**src/rtl/count_display_decoder_pkg.sv**
```systemverilog
// Shared types, widths, FSM encodings and the 7-segment font for the count display decoder.
// Segment vectors are {g,f,e,d,c,b,a}, active-low.
package count_display_decoder_pkg;

    localparam int unsigned CountW = 10;
    localparam int unsigned BcdW   = 4;
    localparam int unsigned ShiftW = CountW + 3 * BcdW;
    localparam int unsigned SegW   = 7;

    localparam logic [1:0] StIdle  = 2'd0;
    localparam logic [1:0] StShift = 2'd1;
    localparam logic [1:0] StDone  = 2'd2;

    localparam logic [3:0] ShiftLast = 4'd9;

    localparam logic [SegW-1:0] SegBlank = 7'h7F;
    localparam logic [SegW-1:0] Seg0     = 7'h40;
    localparam logic [SegW-1:0] Seg1     = 7'h79;
    localparam logic [SegW-1:0] Seg2     = 7'h24;
    localparam logic [SegW-1:0] Seg3     = 7'h30;
    localparam logic [SegW-1:0] Seg4     = 7'h19;
    localparam logic [SegW-1:0] Seg5     = 7'h12;
    localparam logic [SegW-1:0] Seg6     = 7'h02;
    localparam logic [SegW-1:0] Seg7     = 7'h78;
    localparam logic [SegW-1:0] Seg8     = 7'h00;
    localparam logic [SegW-1:0] Seg9     = 7'h10;

    typedef struct packed {
        logic [BcdW-1:0] hund;
        logic [BcdW-1:0] tens;
        logic [BcdW-1:0] ones;
    } bcd3_t;

    // One double-dabble step: correct every BCD nibble >= 5, then shift the whole word.
    function automatic logic [ShiftW-1:0] shift_add3(input logic [ShiftW-1:0] v);
        logic [ShiftW-1:0] t;
        t = v;
        for (int i = 0; i < 3; i++) begin
            if (t[CountW + BcdW * i +: BcdW] >= 4'd5) begin
                t[CountW + BcdW * i +: BcdW] = t[CountW + BcdW * i +: BcdW] + 4'd3;
            end
        end
        return {t[ShiftW-2:0], 1'b0};
    endfunction

    function automatic logic [SegW-1:0] seg7_font(input logic [BcdW-1:0] d);
        logic [SegW-1:0] s;
        case (d)
            4'd0:    s = Seg0;
            4'd1:    s = Seg1;
            4'd2:    s = Seg2;
            4'd3:    s = Seg3;
            4'd4:    s = Seg4;
            4'd5:    s = Seg5;
            4'd6:    s = Seg6;
            4'd7:    s = Seg7;
            4'd8:    s = Seg8;
            4'd9:    s = Seg9;
            default: s = SegBlank;
        endcase
        return s;
    endfunction

endpackage

```
**src/rtl/count_display_decoder_if.sv**
```systemverilog
// Load/result bus between the counter (master) and the display decoder (slave).
interface count_display_decoder_if;
    import count_display_decoder_pkg::*;

    logic [CountW-1:0] count_in;
    logic              load;
    logic              ready;
    logic [BcdW-1:0]   bcd_hund;
    logic [BcdW-1:0]   bcd_tens;
    logic [BcdW-1:0]   bcd_ones;
    logic              bcd_valid;
    logic              err;

    modport master (
        output count_in,
        output load,
        input  ready,
        input  bcd_hund,
        input  bcd_tens,
        input  bcd_ones,
        input  bcd_valid,
        input  err
    );

    modport slave (
        input  count_in,
        input  load,
        output ready,
        output bcd_hund,
        output bcd_tens,
        output bcd_ones,
        output bcd_valid,
        output err
    );

endinterface

```
**src/rtl/count_display_decoder_seg7_scanner.sv**
```systemverilog
// Time-multiplexed 3-digit common-anode driver: scan counter, anode rotation,
// leading-zero blanking and font lookup from the registered BCD digits.
module count_display_decoder_seg7_scanner
    import count_display_decoder_pkg::*;
#(
    parameter int unsigned SCAN_DIV = 1000,
    parameter bit          BLANK_LZ = 1'b1
) (
    input  logic            clk,
    input  logic            reset_n,
    input  bcd3_t           digits,
    output logic [SegW-1:0] seg,
    output logic [2:0]      an
);

    localparam int unsigned     CntW   = $clog2(SCAN_DIV);
    localparam logic [CntW-1:0] CntMax = CntW'(SCAN_DIV - 1);

    logic [CntW-1:0] cnt_q, cnt_d;
    logic [1:0]      dig_q, dig_d;
    logic [BcdW-1:0] cur;
    logic            blank;

    always_comb begin
        cnt_d = cnt_q + CntW'(1);
        dig_d = dig_q;
        if (cnt_q == CntMax) begin
            cnt_d = '0;
            dig_d = (dig_q == 2'd2) ? 2'd0 : dig_q + 2'd1;
        end
    end

    always_ff @(posedge clk or negedge reset_n) begin
        if (!reset_n) begin
            cnt_q <= '0;
            dig_q <= 2'd0;
        end else begin
            cnt_q <= cnt_d;
            dig_q <= dig_d;
        end
    end

    // dig_q: 0 = ones, 1 = tens, 2 = hundreds.
    always_comb begin
        an    = 3'b110;
        cur   = digits.ones;
        blank = 1'b0;
        case (dig_q)
            2'd1: begin
                an    = 3'b101;
                cur   = digits.tens;
                blank = BLANK_LZ && (digits.hund == '0) && (digits.tens == '0);
            end
            2'd2: begin
                an    = 3'b011;
                cur   = digits.hund;
                blank = BLANK_LZ && (digits.hund == '0);
            end
            default: ;
        endcase
        seg = blank ? SegBlank : seg7_font(cur);
    end

endmodule

```
**src/rtl/count_display_decoder.sv**
```systemverilog
// Binary 0..MAX_COUNT to 3-digit BCD converter (sequential shift-add-3) feeding a
// multiplexed 7-segment scanner.
module count_display_decoder
    import count_display_decoder_pkg::*;
#(
    parameter int unsigned MAX_COUNT = 999,
    parameter int unsigned SCAN_DIV  = 1000,
    parameter bit          BLANK_LZ  = 1'b1
) (
    input  logic                   clk,
    input  logic                   reset_n,
    count_display_decoder_if.slave bus,
    output logic [SegW-1:0]        seg,
    output logic [2:0]             an
);

    logic [1:0]        state_q, state_d;
    logic [ShiftW-1:0] sreg_q, sreg_d;
    logic [3:0]        scnt_q, scnt_d;
    bcd3_t             bcd_q, bcd_d;
    logic              valid_q, valid_d;
    logic              err_q, err_d;
    logic              ready;
    logic              in_range;

    // The bcd_valid cycle still counts as busy, so a new load lands one cycle later.
    assign ready    = (state_q == StIdle) && !valid_q;
    assign in_range = 32'(bus.count_in) <= MAX_COUNT;

    always_comb begin
        state_d = state_q;
        sreg_d  = sreg_q;
        scnt_d  = scnt_q;
        bcd_d   = bcd_q;
        valid_d = 1'b0;
        err_d   = 1'b0;
        case (state_q)
            StIdle: begin
                if (bus.load && ready) begin
                    if (in_range) begin
                        sreg_d  = {{(ShiftW - CountW){1'b0}}, bus.count_in};
                        scnt_d  = 4'd0;
                        state_d = StShift;
                    end else begin
                        err_d = 1'b1;
                    end
                end
            end
            StShift: begin
                sreg_d = shift_add3(sreg_q);
                scnt_d = scnt_q + 4'd1;
                if (scnt_q == ShiftLast) begin
                    state_d = StDone;
                end
            end
            StDone: begin
                bcd_d   = sreg_q[ShiftW-1:CountW];
                valid_d = 1'b1;
                state_d = StIdle;
            end
            default: state_d = StIdle;
        endcase
    end

    always_ff @(posedge clk or negedge reset_n) begin
        if (!reset_n) begin
            state_q <= StIdle;
            sreg_q  <= '0;
            scnt_q  <= 4'd0;
            bcd_q   <= '0;
            valid_q <= 1'b0;
            err_q   <= 1'b0;
        end else begin
            state_q <= state_d;
            sreg_q  <= sreg_d;
            scnt_q  <= scnt_d;
            bcd_q   <= bcd_d;
            valid_q <= valid_d;
            err_q   <= err_d;
        end
    end

    assign bus.ready     = ready;
    assign bus.bcd_hund  = bcd_q.hund;
    assign bus.bcd_tens  = bcd_q.tens;
    assign bus.bcd_ones  = bcd_q.ones;
    assign bus.bcd_valid = valid_q;
    assign bus.err       = err_q;

    count_display_decoder_seg7_scanner #(
        .SCAN_DIV (SCAN_DIV),
        .BLANK_LZ (BLANK_LZ)
    ) u_scanner (
        .clk     (clk),
        .reset_n (reset_n),
        .digits  (bcd_q),
        .seg     (seg),
        .an      (an)
    );

endmodule

```
**src/flat_wrapper.sv**
```systemverilog
// flat-port wrapper written by rule: the top's interface ports become plain ports
module count_display_decoder_flat import count_display_decoder_pkg::*;
#(
    parameter int unsigned MAX_COUNT = 999,
    parameter int unsigned SCAN_DIV  = 1000,
    parameter bit          BLANK_LZ  = 1'b1
)
  (clk, reset_n, seg, an, bus_count_in, bus_load, bus_ready, bus_bcd_hund, bus_bcd_tens, bus_bcd_ones, bus_bcd_valid, bus_err);
  count_display_decoder_if bus_i ();
  input  logic clk;
  input  logic reset_n;
  output logic [SegW-1:0] seg;
  output logic [2:0] an;
  input wire logic [$bits(bus_i.count_in)-1:0] bus_count_in;
  input wire logic [$bits(bus_i.load)-1:0] bus_load;
  output wire logic [$bits(bus_i.ready)-1:0] bus_ready;
  output wire logic [$bits(bus_i.bcd_hund)-1:0] bus_bcd_hund;
  output wire logic [$bits(bus_i.bcd_tens)-1:0] bus_bcd_tens;
  output wire logic [$bits(bus_i.bcd_ones)-1:0] bus_bcd_ones;
  output wire logic [$bits(bus_i.bcd_valid)-1:0] bus_bcd_valid;
  output wire logic [$bits(bus_i.err)-1:0] bus_err;
  assign bus_i.count_in = bus_count_in;
  assign bus_i.load = bus_load;
  assign bus_ready = bus_i.ready;
  assign bus_bcd_hund = bus_i.bcd_hund;
  assign bus_bcd_tens = bus_i.bcd_tens;
  assign bus_bcd_ones = bus_i.bcd_ones;
  assign bus_bcd_valid = bus_i.bcd_valid;
  assign bus_err = bus_i.err;
  count_display_decoder #(.MAX_COUNT(MAX_COUNT), .SCAN_DIV(SCAN_DIV), .BLANK_LZ(BLANK_LZ)) u_core (.clk(clk), .reset_n(reset_n), .bus(bus_i), .seg(seg), .an(an));
endmodule
```
**config.mk**
```make
export PLATFORM = sky130hd
export DESIGN_NAME = count_display_decoder_flat
export DESIGN_NICKNAME = d
export VERILOG_FILES = /design/src/rtl/count_display_decoder_pkg.sv /design/src/rtl/count_display_decoder_if.sv /design/src/rtl/count_display_decoder_seg7_scanner.sv /design/src/rtl/count_display_decoder.sv /design/src/flat_wrapper.sv
export SDC_FILE = /design/constraint.sdc
export NUM_CORES = 1
export LEC_CHECK = 0
export CAP_MARGIN = 0
export CORE_ASPECT_RATIO = 1.5
export CORE_MARGIN = 2
export CORE_UTILIZATION = 52
export DETAILED_ROUTE_END_ITERATION = 10
export GPL_ROUTABILITY_DRIVEN = 0
export PLACE_DENSITY = 0.76
export SLEW_MARGIN = 25
export SYNTH_ARGS = -nofsm -noshare
export SYNTH_HDL_FRONTEND = slang
export SYNTH_HIERARCHICAL = 1
export SYNTH_SLANG_ARGS = --single-unit
```
**constraint.sdc**
```tcl
create_clock -name clk -period 4.8 [get_ports clk]
set_input_delay 0.72 -clock clk [delete_from_list [all_inputs] [get_ports clk]]
set_output_delay 0.72 -clock clk [all_outputs]
set_load 0.01 [all_outputs]
```
==> flow_summary.ini <==
[run_status]
outcome = finished clean

[worst_setup_path]
critPathArrivalTime_ns = 3.04
worstPathCellList = inv_1 -> ha_1 -> nor2_1 -> a21oi_1 -> inv_1 -> ha_1 -> and2_1 -> o21ai_0 -> clkdlybuf4s50_1
reg2reg_depth = 5
cp_max_fo = 12
crit_slowest_cell = clkdlybuf4s50_1
cp-start-kind = flip-flop
max_stage_delay_ns = 0.55
crit_required_ns = 4.08
worstSetupPathType = flip-flop to output port
critPathCaptureType = output port
path_delay_family = adder cells
crit_buf_inv = 3
crit_cells = 9

[logic_synthesis]
yosysSeqAreaShare_pct = 47.3
synthFlopType = dfrtp_1
syn_area_per_cell_um2 = 10.3
synth-simple-area-share_pct = 15.3
synth_xor_xnor_area_share_pct = 4.60
synthCells = 277
synth_cell_types = 49
synth.cell_area_mm2 = 0.00286
synth-edff-count = 0
synth_top_family_by_area = compound AO/OA/AOI/OAI gates
synthAdderAreaFrac_pct = 7.01
synth-compound-area-share_pct = 16.5
async_flop_share_pct = 100
ys_ff_latch = 54
synth_fp_nets = 306
muxShareOfSynthArea_pct = 4.47
ys_warn_count = 6

[floorplanning]
num_rows = 33
ios = 38
dieArea_mm2 = 0.00612
chipWidth_um = 64.5
start_util_pct = 53.2
dieHeight_um = 94.8
core-area_mm2 = 0.00537

[cts]
clock_path_buffers = 2
tritoncts = built
numCtsBuffers = 5
cts_setup_buffers = 0
cts-root-buf = clkbuf_8
clkLatencyLatePin_ns = 0.31
ctsHoldBuffers = 0
cts.sinks = 54
htree_num_levels = 2
cts-resized-gates = 0
clk_pin_slew_worst_paths_ns = 0.10

[routing]
antenna_left = 0
via_count = 2128
drtPass1Iterations = 4
drt_wl_total_um = 5640
wire_per_inst_um = 14.7
vias_per_cell = 5.53
route.detailed.drc = 0
drt_first_iter_violations = 107

[worst_hold_path]
hold_class = flip-flop to flip-flop
hold-path-cell-count = 1

[cells_and_area]
finalNetCount = 343
final_util_pct = 62.4
n_antenna_cell = 0
final_layout_size_suffix_gt1_share_pct = 9.84
area_growth_pct = 17.2
final_cell_mix = dfrtp_1, clkdlybuf4s50_1, inv_1, nand2_1, o21ai_0
mostFrequentLayoutCell = dfrtp_1

[timing]
final.period_utilization_pct = 78.2
report.final.hold_viol_count = 0
final-max-slew-violation-count = 0
relSlewSlack_pct = 46.6
setup-violations-final = 0
rsz0062_at_grt = no
layout_min_cycle_time_ns = 3.76
setup_ws_ns = 1.04
skew_ns = 0.00718
max_freq_mhz = 266
fin_tns_setup_ns = 0
hold_slack_ns = 0.477
max_slew.worst_pin.slew_ns = 0.799

[global_route]
grt_antenna_before_repair = 0
grt_max_degree = 55
grt_util_all_layers_pct = 20.7
grt_overflow_total = 0
grt_pass1_vias = 2112
grt_pass1_wl_um = 9950

[power_and_ir_drop]
ir_worst_vdd_mv = 0.299
leakage_nw = 1.49
finalPower_mw = 1.81
power_density_mw_per_mm2 = 541

[placement]
portBuffers = 37
hpwlAfterDp_um = 4090
pre_cts_ws_ns = 1.39

[run]
maxCapViolCount = 0
[cells in the mapped netlist, types with 2 or more instances]
cell type	number	share of area (%)
ha_1	16	7.0
a22o_1	7	2.1
buf_4	4	1.1
xor2_1	6	1.8
nor3_1	4	0.70
nand3_1	7	1.2
mux2i_1	3	1.1
nand2_1	20	2.6
nand2b_1	8	1.8
nor2_1	17	2.2
inv_1	20	2.6
a211oi_1	2	0.53
o32ai_1	2	0.61
buf_6	2	0.79
a22oi_1	4	1.1
mux2_4	2	1.1
o21ai_0	19	3.3
a21o_1	4	1.1
nand4_1	4	0.88
o221a_1	3	1.2
and2b_2	2	0.61
dfrtp_1	54	47
mux2_2	6	2.4
o22ai_1	10	2.2
buf_2	2	0.35
and3_1	2	0.44
xnor2_1	9	2.8
and2_4	2	0.61
nor4_1	3	0.66
a21oi_1	14	2.5
[per-stage QoR]
step                      cell area, um2  std cells
after floorplan                     2860        277
after global placement              3260        377
after detailed placement            3260        377
after CTS                           3350        385
after global routing                3350        385
final                               3350        385
[worst register-to-register path, stage by stage, from the launching register on]
cell and delay, ns:
dfrtp_1 0.39, ha_1 0.19, and2_2 0.19, and2_4 0.15
and4b_1 0.45, mux2_4 0.35
[per-layer routing]
metal | vias up | track usage [%] | part of all wire, %
li1 | 1054 | - | -
met1 | 1008 | 25.8 | 42
met2 | 58 | 36.8 | 53
met3 | 8 | 2.86 | 3.4
met4 | 0 | 6.91 | 1.5
met5 | - | 0 | 0
[power by group]
| group | switching, mW | leakage [nW] | internal [mW] |
|---|---|---|---|
| registers | 0.127 | 0.674 | 0.595 |
| clock network | 0.153 | 0.0447 | 0.106 |
| logic | 0.402 | 0.771 | 0.430 |
[cells by family (layout without fill, tap and decap cells)]
kind of cell	Yosys count	after routing
XOR/XNOR	15	15
adder cells (fa/ha/maj)	16	16
AND/OR/NAND/NOR	81	81
flip-flops	54	54
buffers and inverters	28	66
AO/OA/AOI/OAI	72	72
multiplexers	11	11
[layout make-up]
type	instances	area [um2]
Fill cell	459	2020
Timing Repair Buffer	38	373
Clock inverter	3	25.0
Clock buffer	5	68.8
Multi-Input combinational cell	195	1370
Inverter	20	75.1
Tap cell	70	87.6
Sequential cell	54	1350
[worst paths after layout]
path | start | to | slack [ns]
min | u_core/u_scanner/cnt_q[0] | u_core/u_scanner/cnt_q[0] | 0.48
max reg2reg | u_core/u_scanner/cnt_q[0] | u_core/u_scanner/dig_q[0] | 2.98
max | u_core/u_scanner/dig_q[0] | seg[1] | 1.04
min reg2reg | u_core/u_scanner/cnt_q[0] | u_core/u_scanner/cnt_q[0] | 0.48
max in group asynchronous | reset_n | u_core/bus.bcd_ones[1] | 3.83
min in group asynchronous | reset_n | u_core/bus.err | 0.52
[registers in the layout, indices dropped and copies added, names as in the netlist, 2 cells and up]
register	cells
u_core/sreg_q	22
u_core/u_scanner/cnt_q	10
u_core/bus.bcd_hund	4
u_core/bus.bcd_ones	4
u_core/bus.bcd_tens	4
u_core/scnt_q	4
u_core/state_q	2
u_core/u_scanner/dig_q	2
(Power assumes the default switching activity.)
